==> config.mk <==
export PLATFORM = sky130hd
export DESIGN_NAME = mux_arb_npu
export DESIGN_NICKNAME = d
export VERILOG_FILES = /design/src/rtl/mux_arb_npu.sv
export SDC_FILE = /design/constraint.sdc
export NUM_CORES = 1
export LEC_CHECK = 0
export ABC_AREA = 1
export BUFFER_PORTS_ARGS = -buffer_cell sky130_fd_sc_hd__buf_2
export CAP_MARGIN = 20
export CORE_UTILIZATION = 41
export DETAILED_ROUTE_END_ITERATION = 8
export HOLD_SLACK_MARGIN = 0.15
export PLACE_DENSITY = 0.78
export SLEW_MARGIN = 30
export SYNTH_ARGS = -nofsm -noshare
export SYNTH_HDL_FRONTEND = slang
export SYNTH_SLANG_ARGS = --single-unit
==> constraint.sdc <==
create_clock -name clk -period 2.15 [get_ports clk]
set_input_delay 0.3225 -clock clk [delete_from_list [all_inputs] [get_ports clk]]
set_output_delay 0.3225 -clock clk [all_outputs]
set_load 0.03 [all_outputs]
==> src/rtl/mux_arb_npu.sv <==
// Arbitrated, registered N-to-1 flit multiplexer for a router output port.
// Round-robin or fixed-MSB arbitration, optional packet lock, one-stage output register.
module mux_arb_npu #(
  parameter int    N        = 4,
  parameter int    WIDTH    = 32,
  parameter string ARB_MODE = "RR",
  parameter string PKT_LOCK = "TRUE",
  parameter int    IDX_W    = (N > 1) ? $clog2(N) : 1
) (
  input  logic                      clk,
  input  logic                      reset,
  input  logic [N-1:0]              i_valid,
  input  logic [N-1:0][WIDTH-1:0]   i_data,
  input  logic [N-1:0]              i_tail,
  output logic [N-1:0]              i_ready,
  output logic                      o_valid,
  output logic [WIDTH-1:0]          o_data,
  output logic                      o_tail,
  output logic [IDX_W-1:0]          o_index,
  input  logic                      o_ready
);

  localparam bit IS_RR    = (ARB_MODE == "RR");
  localparam bit USE_LOCK = (PKT_LOCK == "TRUE");

  logic             r_lock;
  logic [IDX_W-1:0] r_lock_owner;
  logic [IDX_W-1:0] r_rr_ptr;

  logic             w_load_en;
  logic             w_grant_valid;
  logic             w_accept;
  logic [N-1:0]     w_req;
  logic [IDX_W-1:0] w_winner;
  logic [IDX_W-1:0] w_rr_next;

  assign w_load_en = !o_valid | o_ready;
  // i_ready must stay low while reset is held, so reset gates the accept directly.
  assign w_accept  = reset & w_load_en & w_grant_valid;

  // NOTE: every signal driven in always_comb gets a default first, so no latch is inferred.
  always_comb begin
    w_req = i_valid;
    if (r_lock) begin
      w_req               = '0;
      w_req[r_lock_owner] = i_valid[r_lock_owner];
    end
  end

  // RR scans offsets from the highest down so the last hit is the nearest to r_rr_ptr.
  always_comb begin
    w_winner      = '0;
    w_grant_valid = 1'b0;
    if (IS_RR) begin
      for (int k = N - 1; k >= 0; k--) begin
        if (w_req[IDX_W'((int'(r_rr_ptr) + k) % N)]) begin
          w_winner      = IDX_W'((int'(r_rr_ptr) + k) % N);
          w_grant_valid = 1'b1;
        end
      end
    end else begin
      for (int k = 0; k < N; k++) begin
        if (w_req[k]) begin
          w_winner      = IDX_W'(k);
          w_grant_valid = 1'b1;
        end
      end
    end
  end

  always_comb begin
    i_ready = '0;
    if (w_accept) i_ready[w_winner] = 1'b1;
  end

  assign w_rr_next = (int'(w_winner) == N - 1) ? '0 : w_winner + 1'b1;

  // NOTE: sequential state uses non-blocking assignments so all registers update together.
  always_ff @(posedge clk or negedge reset) begin
    if (!reset) begin
      o_valid      <= 1'b0;
      o_data       <= '0;
      o_tail       <= 1'b0;
      o_index      <= '0;
      r_lock       <= 1'b0;
      r_lock_owner <= '0;
      r_rr_ptr     <= '0;
    end else if (w_accept) begin
      o_valid <= 1'b1;
      o_data  <= i_data[w_winner];
      o_tail  <= i_tail[w_winner];
      o_index <= w_winner;
      if (USE_LOCK) begin
        r_lock       <= !i_tail[w_winner];
        r_lock_owner <= w_winner;
      end
      if (IS_RR && (i_tail[w_winner] || !USE_LOCK)) r_rr_ptr <= w_rr_next;
    end else if (w_load_en) begin
      // Nothing granted: emit a bubble but keep the last data/tail/index visible.
      o_valid <= 1'b0;
    end
  end

endmodule

# [Word-level counts from Yosys, hierarchy flattened]
# Index checks and enable logic that the tools add are counted.
[classes] add_sub_neg=4 magnitude_cmp=8 eq_ne=1 n_mux=35 n_bitwise=4 reduce_logical=6
[op_table] cell="$bmux 32 s2" n=1
[op_table] cell="$mux 32" n=1
[op_table] cell="$mux 1" n=18
[op_table] cell="$lt 2x4->1 const B" n=4
[op_table] cell="$bmux 1 s2" n=6
[op_table] cell="$mux 2" n=5
[op_table] cell="$mux 4" n=2
[op_table] cell="$lt 2x3->1 const B" n=2
[op_table] cell="$add 2x1->2 const B" n=2
[op_table] cell="$add 2x2->2 const B" n=2
[op_table] cell="$and 4x4->4" n=1
[op_table] cell="$demux 1 s2" n=2
[op_table] cell="$ge 2x1->1 const B" n=2
[op_table] cell="$and 1x1->1" n=2
[op_table] cell="$eq 2x1->1 const B" n=1
[op_table] cell="$logic_and 1x1->1" n=2
[op_table] cell="$logic_not 1->1" n=2
[op_table] cell="$reduce_and 2->1" n=1
[op_table] cell="$reduce_bool 2->1" n=1
[op_table] cell="$or 1x1->1" n=1
[word_totals] reg_bits=39 word_cells=64

# [Longest topological paths before layout]
# Gate-level depths: netlist of run 1.
[depth] depth_word=18 depth_mapped=17 depth_no_buf=16

# [Worst setup path before layout of run 1]
# No wires, ideal clock.
[synth_path] kind="register to output" from="register r_lock_owner[0]" to="output i_ready[0]" t_arrival_ns=2.228 required_ns=1.827 setup_slack_ns=-0.400 path_stages_with_launch=17 n_path_buf=1 cell_sequence="dfrtp_1 > inv_1 > nor2_1 > o21bai_2 > nand2_1 > nand3_2 > nand2_2 > inv_2 > nand2_2 > nand2_2 > nand2_2 > nand2_4 > inv_2 > buf_2 > ha_1 > inv_1 > nor2_1"
[synth_via] elab_chain_cells=18 word_cells_on_any_way=36
[synth_lines] element="from (decl)" line="27" text="logic [IDX_W-1:0] r_lock_owner;"
[synth_lines] element="from (signal assigned)" line="95" text="r_lock_owner <= w_winner;"
[synth_lines] element="$lt 2x3->1 (implied by the code) or $ge 2x1->1 (tied branches)" line="46" text="w_req[r_lock_owner] = i_valid[r_lock_owner];"
[synth_lines] element="$logic_and 1x1->1 (implied by the code)" line="46"
[synth_lines] element="$mux 1 (implied by the code)" line="46"
[synth_lines] element="$demux 1 s2" line="46"
[synth_lines] element="$and 4x4->4 (no source line) *"
[synth_lines] element="$mux 4 *" line="44" text="if (r_lock) begin"
[synth_lines] element="$bmux 1 s2" line="56" text="if (w_req[IDX_W'((int'(r_rr_ptr) + k) % N)]) begin"
[synth_lines] element="$mux 1 (implied by the code) (2 in a row)" line="56"
[synth_lines] element="$mux 2 (4 in a row)" line="56"
[synth_lines] element="$lt 2x3->1 (implied by the code) or $ge 2x1->1 (tied branches)" line="73" text="if (w_accept) i_ready[w_winner] = 1'b1;"
[synth_lines] element="$logic_and 1x1->1 (implied by the code)" line="73"
[synth_lines] element="$mux 1 (implied by the code)" line="73"
[synth_lines] element="$demux 1 s2" line="73"
[synth_lines] element="$mux 4 *" line="73"
[synth_lines] element="to (decl)" line="15" text="output logic [N-1:0] i_ready,"
# Every way passes the cells marked *; elsewhere a longest branch is shown, timed or not. The select of a mux whose other input is x is not followed.

# [Final worst setup path of run 1]
[layout_path] from="register r_lock_owner[0]" to="output i_ready[1]"
# Same word-level chain as after synthesis.

==> flow_summary.yaml, run 1 <==
die:
  io_pins: 179
  rows: 31
  die_w_um: 89.5
  die_area_um2: 8010
  die_height_um: 89.5
  design.core.area_um2: 7330
  start_util_pct: 42.8
placement:
  dpl.hpwl_um: 7430
  portBuffers: 178
  gp_congestion: 0.802
  dp_cells: 738
critical_path:
  crit_required_ns: 1.83
  critPathMaxFanout: 5
  path_buf_inv: 5
  cp_top_family: "simple AND/OR/NAND/NOR gates"
  crit_type: "reg -> out"
  crit_path_cell_trace: "inv_2, nor2_4, o21bai_4, nand2_2, nand3_4, nand2_4, inv_2, nand2_4, nand2_2, nand2_2, nand2_4, buf_12, ha_4, inv_2, nor2_4, buf_6"
  slowest_stage: "dfrtp_2"
  start_kind: "flip-flop"
  worstSetupEndpointType: "output pin"
  cp.arrival_ns: 2.15
  max_stage_delay_ns: 0.45
yosys:
  ys_warn_count: 0
  synth_seq_cells: 39
  netlist_instances: 465
  syn_nets: 608
  yosysSeqAreaShare_pct: 31.1
  syn-cell-area_um2: 3140
  yosysUniqueCellTypes: 29
  yosysTopAreaCell: "dfrtp_1"
  ys_top_cells_by_area: "dfrtp_1 31%, nand2_1 17%, nand3_1 7.8%, o211ai_1 7.4%, inv_1 6.3%"
  async_reset_ff_share_pct: 100
  synth_flop_cell: "dfrtp_1"
  post_synth.cell_area_avg_um2: 6.75
  synth_edf_count: 0
  synthDominantCellAreaShare_pct: 31.1
power:
  comb_power_share_pct: 78.7
  p_clk_share_pct: 6.8
  power_density_nw_per_um2: 2010
  p_switching_uw: 5070
  p_leak_uw: 0.00259
  intPower_uw: 4420
  seqPwrFrac_pct: 14.5
  ir_worst_vdd_v: 0.00114
  p_sw_share_pct: 53.4
timing:
  fmax_ghz: 0.405
  finalSetupTns_ns: -3.72
  final-setup-viol-count: 34
  fin_skew_ns: 0.00703
  rsz0062_at_grt: "yes"
  post-route-min-period_ns: 2.47
  slew_violations: 0
  fin_ws_ns: -0.322
  slew_headroom_pct: 66.0
  period_share_pct: 115
  hold_viol: 0
  worst_slew_pin_slew_ns: 0.509
grt:
  grt_max_degree: 40
  grt.busiest_layer: "met2"
  grt_pass1_vias: 3473
  grt_pass1_wl_um: 15100
  grt_use_met1_pct: 27.1
  track_usage_pct: 24.6
  gr-usage-met2_pct: 46.7
  antenna_found_initial: 0
  use_met3_pct: 5.08
  grt-ovfl-total: 0
clock_tree:
  cts_max_level: 2
  clk_path_buf_depth: 2
  root_buffer: "clkbuf_8"
  cts_buffers: 5
  worstSkewPairLatency_ns: 0.30
  cts_sinks: 39
  cts_tree: "done"
  clk_pin_slew_ns: 0.08
cells_and_area:
  n_fill_cell: 655
  final_cells: 763
  seq_area_um2: 980
  n_antenna_cell: 0
  layout.nets: 806
  drive_gt1_share_pct: 43.1
  syn_to_final_growth_pct: 50.9
  multi_input_area_um2: 1960
routing:
  drc: 0
  drt_pre_antenna_iters: 4
  vias: 3768
  ant_nets: 0
  via_per_inst: 4.94
  routed_wl_um: 9940
  wire_per_inst_um: 13.0
  drt-initial-drc-count: 165
hold_path:
  hold_class: "in -> reg"
job:
  cap_viol_max_count: 0
status:
  violations: "setup timing"
  status: "finished with violations"
## per-layer routing
layer | vias up | routed length [µm]
li1 | 1871 | -
met1 | 1728 | 3860
met2 | 151 | 5280
met3 | 18 | 598
met4 | 0 | 204
met5 | - | 0
## cells in the mapped netlist (3+ instances only)
| master | n |
|---|---|
| nand2_1 | 144 |
| inv_1 | 53 |
| nand3_1 | 49 |
| dfrtp_1 | 39 |
| o211ai_1 | 31 |
| or2_1 | 30 |
| nor2_1 | 25 |
| o21ai_1 | 18 |
| nand3b_1 | 16 |
| buf_2 | 12 |
| buf_6 | 6 |
| buf_4 | 5 |
| nand2_2 | 5 |
| ha_1 | 4 |
| inv_2 | 4 |
| clkbuf_1 | 3 |
| nand3_2 | 3 |
| o21ai_0 | 3 |
## sequential cells by signal, summed over array words and instances (netlist names)
| register | count |
|---|---|
| o_data | 32 |
| o_tail | 1 |
| o_valid | 1 |
| r_lock | 1 |
| r_lock_owner | 2 |
| r_rr_ptr | 2 |
## layout make-up
cell class	instances	share of cell area, %
clock buffers	6	1.74
clock inverters	2	0.740
inverters	57	4.70
multi-input cells	340	41.4
flip-flops and latches	39	20.7
well taps	99	2.62
repair buffers	220	28.1
## worst reg2reg max path, delay by kind of cell, from the launching register on
kind / cells / cell delay (ns)
buf+inv: 4 / 0.52
simple gates: 10 / 1.00
flops: 1 / 0.45
compound gates: 2 / 0.24
## timing repair
item / 4_1_cts / 5_1_grt
gates cloned: 0 / 0
hold buffers: 1 / 0
pin swaps: 9 / 19
setup endpoints to repair: 29 / 43
buffers inserted: 10 / 8
gates resized for setup: 15 / 33
hold endpoints to repair: 11 / 0
## per-stage QoR
stage	total power [µW]	worst slack [ns]	instance area [µm²]	hold WS, ns	utilization (%)
2_1_floorplan	6490	-0.0626	3250	0.0269	-
3_3_place_gp	7850	0.0316	4290	0.460	58.5
3_5_place_dp	8050	-0.107	4290	0.463	58.5
4_1_cts	8950	-0.281	4540	0.282	61.9
5_1_grt	10300	-0.429	4730	0.276	64.6
6_report	9500	-0.322	4730	0.283	64.6
## power groups by stage
stage	sequential, µW	clock [µW]	combinational, µW
after floorplan	1990	0	4500
after global placement	1370	0	6480
after detailed placement	1370	0	6680
after CTS	1370	652	6930
after global routing	1420	694	8210
final	1380	644	7470
## path summary, 6_finish.rpt
kind                                 start              end  slack, ns  depth (start not counted)
min                            i_data[111]       o_data[15]       0.28                          3
max in group asynchronous            reset  r_lock_owner[1]       1.07                          3
max reg2reg                r_lock_owner[0]        o_data[5]      -0.17                         16
min in group asynchronous            reset        o_data[3]       0.70                          3
min reg2reg                      o_data[1]        o_data[1]       0.48                          2
max                        r_lock_owner[0]       i_ready[1]      -0.32                         16
## cell families after synthesis
family / after synthesis / synth area share [%]
flip-flops: 39 / 31.1
XOR/XNOR: 1 / 0.518
buffers and inverters: 86 / 12.8
AND/OR/NAND/NOR: 279 / 42.2
AO/OA/AOI/OAI: 56 / 11.8
adder cells (fa/ha/maj): 4 / 1.59
## cells in the final DEF (no fill, tap or decap), drive strengths merged, types with 2 or more instances in the layout
cell / Yosys / final
nand3: 53 / 53
ha: 4 / 4
dfrtp: 39 / 39
inv: 57 / 56
nand2: 151 / 151
a21oi: 2 / 2
o21ai: 21 / 21
clkbuf: 4 / 6
buf: 25 / 219
nor2: 28 / 28
o211ai: 31 / 31
or2: 31 / 31
nand3b: 16 / 16
Note: power is estimated with default switching activity, not from simulation.
==> inputs of run 2 (changes only) <==
- BUFFER_PORTS_ARGS: -buffer_cell sky130_fd_sc_hd__buf_2 -> not set
- CORE_UTILIZATION: 41 -> 45
- DONT_BUFFER_PORTS: not set -> 1
- PLACE_DENSITY: 0.78 -> not set
- REMOVE_ABC_BUFFERS: not set -> 1
- SKIP_CTS_REPAIR_TIMING: not set -> 1
==> flow_summary.yaml, run 2 (synthesized netlist as in run 1, its figures left out) <==
status:
  status: "finished with violations"
  violations: "setup timing"
critical_path:
  cp.arrival_ns: 2.16
  crit_start: "r_lock_owner[0]"
  critPathMaxFanout: 7
  worstSetupEndpointType: "output pin"
  crit_type: "reg -> out"
  reg2reg_slack_ns: -0.17
  rr_endpoint: "o_data[10]"
  rr_worst_depth: 15
  critPathCapture: "i_ready[2]"
  start_kind: "flip-flop"
  rr_startpoint: "r_lock_owner[0]"
  crit_required_ns: 1.83
routing:
  drc: 0
  via_per_inst: 5.35
  vias: 3070
  routed_wl_um: 8590
  drt_pre_antenna_iters: 5
  ant_nets: 0
  drt-initial-drc-count: 161
  wire_per_inst_um: 15.0
cells_and_area:
  largest_reg_flops: 32
  reg_top3: "o_data x32, r_lock_owner x2, r_rr_ptr x2"
  n_antenna_cell: 0
  drive_gt1_share_pct: 21.5
  final_cell_mix: "138 x nand2_1, 46 x inv_1, 44 x nand3_1, 38 x dfrtp_1, 32 x buf_4"
  seq_area_um2: 977
  final_common_cell: "nand2_1"
  multi_input_area_um2: 1900
  layout.nets: 636
  syn_to_final_growth_pct: 21.9
  final_util_pct: 56.6
  n_fill_cell: 654
  top_register: "o_data"
  final_cell_area_um2: 3820
timing:
  rsz0062_at_grt: "yes"
  worst_slew_pin_slew_ns: 0.419
  finalSetupTns_ns: -3.81
  period_share_pct: 116
  post-route-min-period_ns: 2.49
  slew_violations: 0
  fin_skew_ns: 0.00878
  hold_viol: 0
  slew_headroom_pct: 72.1
  final-setup-viol-count: 21
  fmax_ghz: 0.402
  hold_ws_ns: 0.205
  fin_ws_ns: -0.336
die:
  start_util_pct: 46.4
  die_w_um: 85.5
  die_area_um2: 7310
  io_pins: 179
  design.core.area_um2: 6760
  die_height_um: 85.5
  rows: 30
grt:
  grt_max_degree: 41
  grt-ovfl-total: 0
  antenna_found_initial: 0
  grt_pass1_vias: 2725
  track_usage_pct: 21.6
  grt_pass1_wl_um: 12700
power:
  power_uw: 8870
  power_density_nw_per_um2: 2320
  ir_worst_vdd_v: 0.00105
  p_leak_uw: 0.00192
clock_tree:
  cts_sinks: 39
  worstSkewPairLatency_ns: 0.29
  cts_max_level: 2
  clk_path_buf_depth: 2
  clk_pin_slew_ns: 0.08
  cts_buffers: 5
  root_buffer: "clkbuf_8"
  cts_tree: "done"
hold_path:
  hold_path_depth: 2
  hold_start: "i_data[118]"
  hold_class: "in -> reg"
placement:
  placed_area_um2: 3260
  portBuffers: 0
  dpl.hpwl_um: 5960
  gp_congestion: 0.845
job:
  cap_viol_max_count: 0
## run 2: cell count changes in the layout (fill, tap and decap cells not counted), sizes merged
cell,delta
buf,-172
bufinv,-1
clkbuf,+1
clkinv,+2
clkinvlp,-1
inv,+1
## run 2: layout make-up
type                    instances  share of cell area [%]
inverters                      57                    5.92
flip-flops and latches         39                    25.5
clock inverters                 3                   0.393
repair buffers                 50                    14.1
clock buffers                   5                    1.80
multi-input cells             340                    49.6
well taps                      80                    2.62
## run 2: critical path, stage by stage, from the launching register on
cell      delay, ns
dfrtp_1        0.44
inv_2          0.09
nor2_2         0.04
o21bai_2       0.21
nand2_2        0.11
nand3_2        0.10
nand2_1        0.08
nand2_2        0.08
nand2_2        0.07
nand2_4        0.09
nand2_8        0.10
inv_6          0.10
ha_4           0.13
inv_2          0.03
nor2_2         0.09
buf_6          0.14
## run 2: metal layers
metal | wire [µm] | GRT usage, % | part of all wire, %
met1 | 3670 | 26.8 | 43
met2 | 4340 | 37.1 | 51
met5 | 0 | 0 | 0
met3 | 449 | 4.81 | 5.2
met4 | 131 | 6.97 | 1.5
## run 2: per-stage QoR
stage,cells,setup WS (ns)
global placement,542,0.0277
global route,574,-0.457
floorplan,436,-1.10
finish,574,-0.336
CTS,550,-0.374
detailed placement,542,-0.0613
## run 2: power breakdown
group / leakage [µW] / internal, µW / switching, µW
sequential: 0.000477 / 1120 / 939
clock: 0.0000477 / 222 / 266
combinational: 0.00139 / 2690 / 3630
total: 0.00192 / 4030 / 4840
## run 2: worst min-delay path by stage
stage | end | slack, ns
final | o_data[22] | 0.21
after floorplan | o_data[0] | 0.03
after global routing | o_data[21] | 0.21
after global placement | o_data[4] | 0.03
after CTS | o_data[7] | -0.29
after detailed placement | o_data[4] | 0.03
